$ cat config.mk
export PLATFORM = sky130hd
export DESIGN_NAME = reg_scoreboard
export DESIGN_NICKNAME = d
export VERILOG_FILES = /design/src/rtl/reg_scoreboard.sv
export SDC_FILE = /design/constraint.sdc
export NUM_CORES = 1
export LEC_CHECK = 0
export ABC_AREA = 0
export CAP_MARGIN = 20
export CORE_MARGIN = 1
export CORE_UTILIZATION = 60
export CTS_BUF_LIST = sky130_fd_sc_hd__clkbuf_4
export DETAILED_ROUTE_END_ITERATION = 7
export PLACE_DENSITY = 0.82
export SLEW_MARGIN = 5
export SYNTH_ARGS = -nofsm -noshare
export SYNTH_HDL_FRONTEND = slang
export SYNTH_SLANG_ARGS = --single-unit
$ cat constraint.sdc
create_clock -name clk -period 5.7 [get_ports clk]
set_input_delay 1.14 -clock clk [delete_from_list [all_inputs] [get_ports clk]]
set_output_delay 1.14 -clock clk [all_outputs]
set_load 0.01 [all_outputs]
$ cat src/rtl/reg_scoreboard.sv
// Per-register pending-write scoreboard beside the ID stage. It counts down each
// in-flight destination until forwardable and drives the hold/bubble controls.
module reg_scoreboard #(
  parameter int MAX_LAT = 3,
  parameter int NREG    = 32,
  parameter int SCW     = 16,
  localparam int CW     = $clog2(MAX_LAT + 1)
) (
  input  logic           clk,
  input  logic           rst_n,
  input  logic           id_issue,
  input  logic [4:0]     id_rd,
  input  logic [CW-1:0]  id_lat,
  input  logic [4:0]     id_AddrA,
  input  logic [4:0]     id_AddrB,
  input  logic           id_UseA,
  input  logic           id_UseB,
  input  logic           mem_stall,
  input  logic           ex_flush,
  output logic           PCWrite,
  output logic           IF_ID_Write,
  output logic           ID_EX_Bubble,
  output logic           hz_stall,
  output logic [SCW-1:0] stall_cnt
);

  // Each entry holds the number of remaining cycles in which a reader must stall.
  logic [CW-1:0] cnt [NREG];
  logic [4:0]    last_rd;
  logic          last_valid;
  logic          hz_a;
  logic          hz_b;
  logic          accept;

  // Latency L gives L-1 stall cycles, so the stored count is min(L, MAX_LAT) - 1.
  function automatic logic [CW-1:0] lat_to_cnt(input logic [CW-1:0] lat);
    logic [CW-1:0] l;
    l = (lat > CW'(MAX_LAT)) ? CW'(MAX_LAT) : lat;
    return (l == '0) ? '0 : l - CW'(1);
  endfunction

  function automatic logic [SCW-1:0] sat_inc(input logic [SCW-1:0] v);
    return (&v) ? v : v + SCW'(1);
  endfunction

  always_comb begin
    hz_a         = id_UseA && (id_AddrA != 5'd0) && (cnt[id_AddrA] != '0);
    hz_b         = id_UseB && (id_AddrB != 5'd0) && (cnt[id_AddrB] != '0);
    hz_stall     = (hz_a || hz_b) && !ex_flush;
    PCWrite      = !(hz_stall || mem_stall);
    IF_ID_Write  = !(hz_stall || mem_stall);
    ID_EX_Bubble = hz_stall && !mem_stall;
    accept       = id_issue && !hz_stall && !mem_stall && !ex_flush && (id_rd != 5'd0);
  end

  always_ff @(posedge clk or negedge rst_n) begin
    if (!rst_n) begin
      for (int i = 0; i < NREG; i++) cnt[i] <= '0;
      last_rd    <= 5'd0;
      last_valid <= 1'b0;
    end else begin
      if (!mem_stall) begin
        for (int i = 1; i < NREG; i++)
          if (cnt[i] != '0) cnt[i] <= cnt[i] - CW'(1);
        last_valid <= accept;
        if (accept) last_rd <= id_rd;
      end
      // A squashed EX producer is cancelled even while memory holds the pipe.
      if (ex_flush && last_valid) cnt[last_rd] <= '0;
      if (accept && (id_lat != '0)) cnt[id_rd] <= lat_to_cnt(id_lat);
    end
  end

  always_ff @(posedge clk or negedge rst_n) begin
    if (!rst_n)
      stall_cnt <= '0;
    else if (hz_stall && !mem_stall)
      stall_cnt <= sat_inc(stall_cnt);
  end

endmodule

Yosys cells after proc, flatten, opt, wreduce, memory -nomap -nowiden
Cells that the tools add are included.
{"block": "op_classes", "add_sub_neg": 33, "magnitude_cmp": 7, "n_mux": 47, "bitwise": 8, "reduce_logical": 61}
{"cell": "$mux 64", "count": 2}
{"cell": "$mux 2", "count": 39}
{"cell": "$reduce_bool 2->1", "count": 34}
{"cell": "$and 64x64->64", "count": 1}
{"cell": "$bwmux 64", "count": 1}
{"cell": "$not 64->64", "count": 1}
{"cell": "$sub 2x1->2 const B", "count": 32}
{"cell": "$mux 62", "count": 1}
{"cell": "$ge 6x6->1 const B", "count": 4}
{"cell": "$not 5->6", "count": 4}
{"cell": "$bmux 2 s5", "count": 2}
{"cell": "$demux 2 s5", "count": 2}
{"cell": "$add 16x1->16 const B", "count": 1}
{"cell": "$reduce_and 16->1", "count": 1}
{"cell": "$reduce_bool 5->1", "count": 3}
{"cell": "$logic_and 1x1->1", "count": 14}
{"cell": "$lt 6x1->1 const B", "count": 2}
{"cell": "$logic_not 1->1", "count": 4}
{"cell": "$reduce_and 2->1", "count": 2}
{"cell": "$gt 2x2->1 const B", "count": 1}
{"cell": "$logic_not 2->1", "count": 1}
{"cell": "$logic_or 1x1->1", "count": 2}
{"cell": "$not 1->1", "count": 2}
{"block": "totals", "ff_bits": 86, "in_bits": 24, "output_inout_bits": 20, "elab_cells": 191}

Longest topological paths before layout
Gate-level depths: netlist (run 1).
{"block": "depth", "ltp_word": 15, "ltp_mapped": 10, "mapped_depth_nobuf": 7}

Least setup slack after synthesis (run 1)
Ideal clock, no wire load.
{"block": "synth_path", "path_type": "input-to-output", "start": "input id_AddrA[0]", "end": "output PCWrite", "arrival_time_ps": 3108, "required_time_ps": 4560, "slack_ps": 1452, "path_stages": 10, "n_path_buf": 3, "cell_sequence": "buf_2 inv_1 mux4_2 a22oi_1 nand4_1 nand4_1 buf_4 nor2b_1 nor2_1 buf_4"}
{"block": "synth_between", "elab_chain_cells": 10, "elab_cells_between_ends": 12, "cone_classes": "mux (3); bitwise (1); reduce/logical (8)"}
{"element": "from (decl)", "line": "14", "rtl": "input logic [4:0] id_AddrA,"}
{"element": "$not 5->6 (implied by the code)", "line": "47", "rtl": "hz_a = id_UseA && (id_AddrA != 5'd0) && (cnt[id_AddrA] != '0);"}
{"element": "$bmux 2 s5", "line": "47"}
{"element": "$mux 2 (implied by the code) (2 in a row)", "line": "47"}
{"element": "$reduce_bool 2->1", "line": "47"}
{"element": "$logic_and 1x1->1 (*)", "line": "47"}
{"element": "$logic_or 1x1->1 (*)", "line": "49", "rtl": "hz_stall = (hz_a || hz_b) && !ex_flush;"}
{"element": "$logic_and 1x1->1 (*)", "line": "49"}
{"element": "via hz_stall", "line": "23", "rtl": "output logic hz_stall,"}
{"element": "$logic_or 1x1->1 (*)"}
{"element": "$logic_not 1->1 (*)"}
{"element": "to (decl)", "line": "20", "rtl": "output logic PCWrite,"}
The timed path passes the listed nets; every way through them passes the cells marked *. The select of a mux whose other input is x is not followed.

Worst setup path in the final report (run 1)
{"block": "layout_path", "start": "input id_AddrB[1]", "end": "output ID_EX_Bubble"}
{"block": "layout_between", "elab_chain_cells": 9, "elab_cells_between_ends": 11, "cone_classes": "mux (3); bitwise (1); reduce/logical (7)"}
{"element": "from (decl)", "line": "15", "rtl": "input logic [4:0] id_AddrB,"}
{"element": "$not 5->6 (implied by the code)", "line": "48", "rtl": "hz_b = id_UseB && (id_AddrB != 5'd0) && (cnt[id_AddrB] != '0);"}
{"element": "$bmux 2 s5", "line": "48"}
{"element": "$mux 2 (implied by the code) (2 in a row)", "line": "48"}
{"element": "$reduce_bool 2->1", "line": "48"}
{"element": "$logic_and 1x1->1 (*)", "line": "48"}
{"element": "$logic_or 1x1->1 (*)", "line": "49"}
{"element": "$logic_and 1x1->1 (*)", "line": "49"}
{"element": "$logic_and 1x1->1 (*)", "line": "52", "rtl": "ID_EX_Bubble = hz_stall && !mem_stall;"}
{"element": "to (decl)", "line": "22", "rtl": "output logic ID_EX_Bubble,"}
Mark *: on every way between the ends. The rest lies on a longest branch, timed or not. The select of a mux whose other input is x is not followed.

==> results of run 1 <==
==> cell usage in the layout, fill, tap and decap left out, drive strengths merged, types with 9 or more instances in the layout <==
cell type      Yosys  routed
a21oi              9       9
and3               9       9
buf               14      10
clkbuf            32       9
clkdlybuf4s50      0      41
dfrtp             86      86
inv               10      11
mux2i             63      63
nand2            108     108
nand3b            19      19
nand4             20      20
nor2              90      90
nor3              21      21
o21ai             32      32
o221ai            31      31
xnor2             12      12
==> stage by stage <==
step / instance area [sq um] / setup slack [ps]
floorplan: 5736 / 1452
global placement: 6182 / 634.1
detailed placement: 6182 / 508.0
CTS: 6324 / 486.0
global route: 6324 / 292.8
finish: 6324 / 405.9
==> worst min-delay path by stage <==
stage / from / to / slack (ps)
floorplan: last_valid / last_valid / 470
global placement: stall_cnt[10] / stall_cnt[10] / 480
detailed placement: stall_cnt[9] / stall_cnt[9] / 490
CTS: stall_cnt[10] / stall_cnt[10] / 510
global route: stall_cnt[11] / stall_cnt[11] / 520
finish: stall_cnt[10] / stall_cnt[10] / 510
==> worst max-delay path: cells and delay by family <==
kind | cells | cell delay (ps)
buffers and inverters | 3 | 1570
AND/OR/NAND/NOR | 5 | 840
AO/OA/AOI/OAI | 2 | 580
==> power groups by stage <==
stage,sequential (mW),combinational [mW],clock (mW)
CTS,0.666,0.247,0.359
floorplan,0.673,0.146,0
detailed placement,0.678,0.245,0
finish,0.667,0.248,0.352
global route,0.673,0.270,0.382
global placement,0.675,0.238,0
==> final cells by class <==
class	count	area, sq um
inverters	10	37.54
clock buffers	9	67.56
fillers	734	2917
clock inverters	7	73.82
repair buffers	51	483.0
multi-input cells	508	3348
flip-flops and latches	86	2152
well taps	129	161.4
==> synthesized netlist by cell type (2+ instances only) <==
cell,number,share of area
nand2_1,108,0.071
nor2_1,89,0.058
dfrtp_1,86,0.38
mux2i_1,63,0.11
clkbuf_1,32,0.021
o21ai_0,32,0.028
o221ai_1,31,0.047
nor3_1,21,0.018
nand4_1,20,0.022
nand3b_1,12,0.016
xnor2_1,12,0.018
inv_1,10,0.0065
a21oi_1,9,0.0079
and3_1,9,0.0098
buf_2,7,0.0061
mux2_2,7,0.014
mux4_2,7,0.027
nand3b_4,7,0.024
nand4b_1,7,0.011
nand2b_1,6,0.0065
nand3_1,6,0.0052
nor2b_1,5,0.0055
nor3b_1,5,0.0065
a2111oi_0,4,0.0061
and2_1,4,0.0044
nor4_1,4,0.0044
or3b_2,4,0.0061
buf_1,3,0.0020
buf_4,3,0.0039
nor4b_1,3,0.0046
a31oi_1,2,0.0022
nor4bb_1,2,0.0035
o21a_1,2,0.0026
o311ai_0,2,0.0031
or3_1,2,0.0022
or4_1,2,0.0026
==> logic make-up after synthesis <==
| family | after synthesis | share of synthesized area |
|---|---|---|
| adder cells (fa/ha/maj) | 1 | 0.002181 |
| AO/OA/AOI/OAI | 95 | 0.1169 |
| buffers and inverters | 56 | 0.04145 |
| AND/OR/NAND/NOR | 322 | 0.2932 |
| flip-flops | 86 | 0.3752 |
| multiplexers | 77 | 0.1512 |
| XOR/XNOR | 13 | 0.01985 |
==> routing by layer <==
metal / routed length (microns) / part of all wire / track usage / vias up
met3: 1247 / 0.082 / 0.06058 / 41
met2: 6959 / 0.46 / 0.5013 / 224
met4: 463 / 0.030 / 0.1459 / 0
li1: - / - / - / 2387
met5: 0 / 0 / 0 / -
met1: 6530 / 0.43 / 0.4359 / 2520
==> flip-flops by register name (all words and copies together) (netlist names) <==
signal      flops
stall_cnt      16
cnt            64
last_valid      1
last_rd         5
==> impl_metrics.tcl, run 1 <==
set metrics [dict create \
    hp-class "reg2reg" \
    final_cells 800 \
    finalPower_mw 1.267 \
    cts_root_buf "clkbuf_4" \
    cts_buffer_depth 2 \
    cts.clk_slew.worst_paths_ps 140 \
    finalHoldViolations 0 \
    cap_violations 0 \
    vias 5172 \
    worstPathArrival_ps 4150 \
    die-height_microns 99.77 \
    synth_warnings 0 \
    drt_pass1_iterations 6 \
    core_sq_um 9240 \
    grt_pass1_wl_microns 24760 \
    ys_types 58 \
    finalMaxSlewViolations 0 \
    p_comb_frac 0.196 \
    fin_crit_sh 0.9288 \
    reg2reg_slack_ps 2780 \
    htree_levels 3 \
    power.density_nw_per_um2 200.4 \
    drtIter0Drc 441 \
    ys_seq_area_frac 0.3752 \
    internal_power_mw 0.8668 \
    peakVddDrop_mv 0.2124 \
    synth_cells 650 \
    maxSlewHeadroom 0.3796 \
    numCtsBuffers 9 \
    whs_path_depth 1 \
    place_congestion 0.8556 \
    pwr-share-clk 0.277 \
    portBuffers 43 \
    p_leak_nw 3.026 \
    status "complete, no violations" \
    worst_slew_pin_slew_ps 930.6 \
    crit_start "id_AddrB[1]" \
    dp.cells 784 \
    diodes 0 \
    synthArstFlopShare 1.000 \
    via_per_inst 6.465 \
    startpoint_type "input pin" \
    p_sw_mw 0.4004 \
    crit_fanout 13 \
    sw_frac_of_total 0.3159 \
    grt_overflow_total 0 \
    path_cells "clkdlybuf4s50_1, buf_4, nor3_1, a2111oi_0, nor4_1, a2bb2oi_1, nand4_1, nor2b_1, nor2b_1, clkdlybuf4s50_1" \
    ctsResizeCount 0 \
    drive_gt1_frac 0.08495 \
    start_util 0.6207 \
    fin_setup_tns_ps 0 \
    holdWs_ps 506.5 \
    reg2reg_to "cnt[33]" \
    cpPeakStageDelay_ps 750 \
    drc 0 \
    die_area_sq_um 9954 \
    critical_path_class "in2out" \
    endpoint "ID_EX_Bubble" \
    synth-edff-count 0 \
    rsz0062_at_grt "no" \
    clock_sinks 86 \
    grt_max_degree 97 \
    crit_required_ps 4560 \
    skew_ps 14.09 \
    finalCriticalPeriod_ps 5294 \
    ctsHoldBuffers 0 \
    utilization 0.6844 \
    chipWidth_microns 99.77 \
    syn-num-nets 675 \
    dpl.hpwl_microns 10540 \
    r2r-start "cnt[0]" \
    synth_top_flop_cell "dfrtp_1" \
    clock_latency_ps 430 \
    ys_ff_latch 86 \
    cts_setup_buffers 0 \
    avgSynthCellArea_sq_um 8.824 \
    reg2regPathDepth 8 \
    area_delta_synth_final_pct 10.25 \
    seq_power_share 0.527 \
    antenna_found_initial 0 \
    setup_viol 0 \
    synth.cell_area_sq_um 5736 \
    track_usage 0.3206 \
    boundaryPins 44 \
    cp-end-kind "primary output" \
    first_global_vias 4891 \
    post_drt_wl_per_cell_microns 19.00 \
    rows 35 \
    wl_microns 15200 \
    antenna_left 0 \
    worst_path_max_delay_cell "clkdlybuf4s50_1" \
    cts_tree "done" \
    fin_nets 691 \
    max_freq_ghz 0.1889 \
]
Power figures use the tool's default switching activity.
==> inputs of run 2 (changes only) <==
- SETUP_SLACK_MARGIN: default -> 0.3
- TNS_END_PERCENT: default -> 30
==> impl_metrics.tcl, run 2 (synthesis results as in run 1) <==
set metrics [dict create \
    grt_max_degree 97 \
    max_freq_ghz 0.1931 \
    crit_required_ps 4560 \
    vias 5124 \
    worst_path_max_delay_cell "clkdlybuf4s50_1" \
    finalHoldViolations 0 \
    holdWs_ps 506.5 \
    p_sw_mw 0.4018 \
    die_area_sq_um 9954 \
    cap_violations 0 \
    via_per_inst 6.405 \
    top_register "cnt" \
    fin_nets 691 \
    rsz0062_at_grt "no" \
    whs_path_depth 1 \
    largest_reg_flops 64 \
    area_delta_synth_final_pct 10.30 \
    peakVddDrop_mv 0.2124 \
    status "complete, no violations" \
    worst_slew_pin_slew_ps 931.4 \
    fin_crit_sh 0.9085 \
    final_common_cell "nand2_1" \
    grt_pass1_wl_microns 24760 \
    track_usage 0.3206 \
    power.density_nw_per_um2 200.5 \
    dp.cells 784 \
    path_cells "clkdlybuf4s50_1, inv_1, mux4_2, a22oi_1, nand4_1, nand4_1, nor2b_1, nor2b_1, clkdlybuf4s50_1" \
    drc 0 \
    core_sq_um 9240 \
    finalMaxSlewViolations 0 \
    die-height_microns 99.77 \
    num-fill-cells 733 \
    cpPeakStageDelay_ps 570 \
    p_comb_frac 0.196 \
    fin_setup_tns_ps 0 \
    utilization 0.6846 \
    drtIter0Drc 429 \
    reg_top3 "cnt x64, stall_cnt x16, last_rd x5" \
    layout_common_cells "nand2_1, nor2_1, dfrtp_1, mux2i_1, clkdlybuf4s50_1" \
    finalCriticalPeriod_ps 5179 \
    drive_gt1_frac 0.08495 \
    portBuffers 43 \
    antenna_found_initial 0 \
    grt_overflow_total 0 \
    numCtsBuffers 9 \
    first_global_vias 4891 \
    p_leak_nw 3.035 \
    crit_cells 9 \
    cpLargestDelayFamily "buffers and inverters" \
    rows 35 \
    ctsHoldBuffers 0 \
    seq_power_share 0.526 \
    cts_root_buf "clkbuf_4" \
    finalPower_mw 1.269 \
    crit_fanout 10 \
    htree_levels 3 \
    pwr-share-clk 0.278 \
    hp-class "reg2reg" \
    clock_sinks 86 \
    antenna_left 0 \
    cts_buffer_depth 2 \
    cp-end-kind "primary output" \
    dpl.hpwl_microns 10540 \
    setup_viol 0 \
    maxSlewHeadroom 0.3791 \
    drt_pass1_iterations 5 \
    startpoint_type "input pin" \
    cts_tree "done" \
    cts.clk_slew.worst_paths_ps 140 \
    wl_microns 15150 \
    skew_ps 15.99 \
    start_util 0.6207 \
    post_drt_wl_per_cell_microns 18.93 \
    boundaryPins 44 \
    sw_frac_of_total 0.3167 \
    reg2regPathDepth 8 \
    critical_path_buf_inv_count 3 \
    chipWidth_microns 99.77 \
    worstPathArrival_ps 4040 \
    clock_latency_ps 440 \
    diodes 0 \
    internal_power_mw 0.8668 \
    place_congestion 0.8556 \
    critical_path_class "in2out" \
    final_cells 800 \
]
run 2: final timing paths:
check / start / endpoint / slack [ps]
setup / recovery: id_AddrA[0] / ID_EX_Bubble / 520
hold / removal: stall_cnt[10] / stall_cnt[10] / 510
setup reg to reg: cnt[0] / cnt[2] / 2760
hold reg to reg: stall_cnt[10] / stall_cnt[10] / 510
max in group asynchronous: rst_n / cnt[0] / 4040
min in group asynchronous: rst_n / cnt[43] / 580
run 2: metrics by stage:
| stage | setup slack [ps] | instance area, sq um |
|---|---|---|
| floorplan | 1452 | 5736 |
| global placement | 634.1 | 6182 |
| detailed placement | 508.0 | 6182 |
| CTS | 486.0 | 6324 |
| global route | 342.2 | 6326 |
| finish | 521.5 | 6326 |
run 2: layout make-up:
class	count	area (sq um)	area share
Sequential cell	86	2152	0.3402
Tap cell	129	161.4	0.02551
Multi-Input combinational cell	508	3348	0.5293
Inverter	10	37.54	0.005934
Clock inverter	7	73.82	0.01167
Timing Repair Buffer	51	485.5	0.07674
Clock buffer	9	67.56	0.01068
run 2: routing by layer:
layer	up-vias	GRT usage	wire (microns)
met5	-	0	0
li1	2390	-	-
met3	40	0.06058	1282
met2	218	0.5013	6866
met4	0	0.1459	492
met1	2476	0.4359	6503
run 2: timing repair:
item / in CTS / in global routing
gates resized for setup: 0 / 1
setup buffers: 0 / 0
endpoints found under the setup margin: 0 / 1
run 2: power by group through the flow:
stage / clock network, mW / logic [mW] / registers [mW]
2_1_floorplan: 0 / 0.146 / 0.673
3_3_place_gp: 0 / 0.238 / 0.675
3_5_place_dp: 0 / 0.245 / 0.678
4_1_cts: 0.359 / 0.247 / 0.666
5_1_grt: 0.382 / 0.269 / 0.673
6_report: 0.352 / 0.249 / 0.668
==> inputs of run 3 (changes only) <==
- SKIP_CTS_REPAIR_TIMING: default -> 1
==> results of run 3 <==
Same layout as run 2: the final DEF is identical, and so are final timing and power.
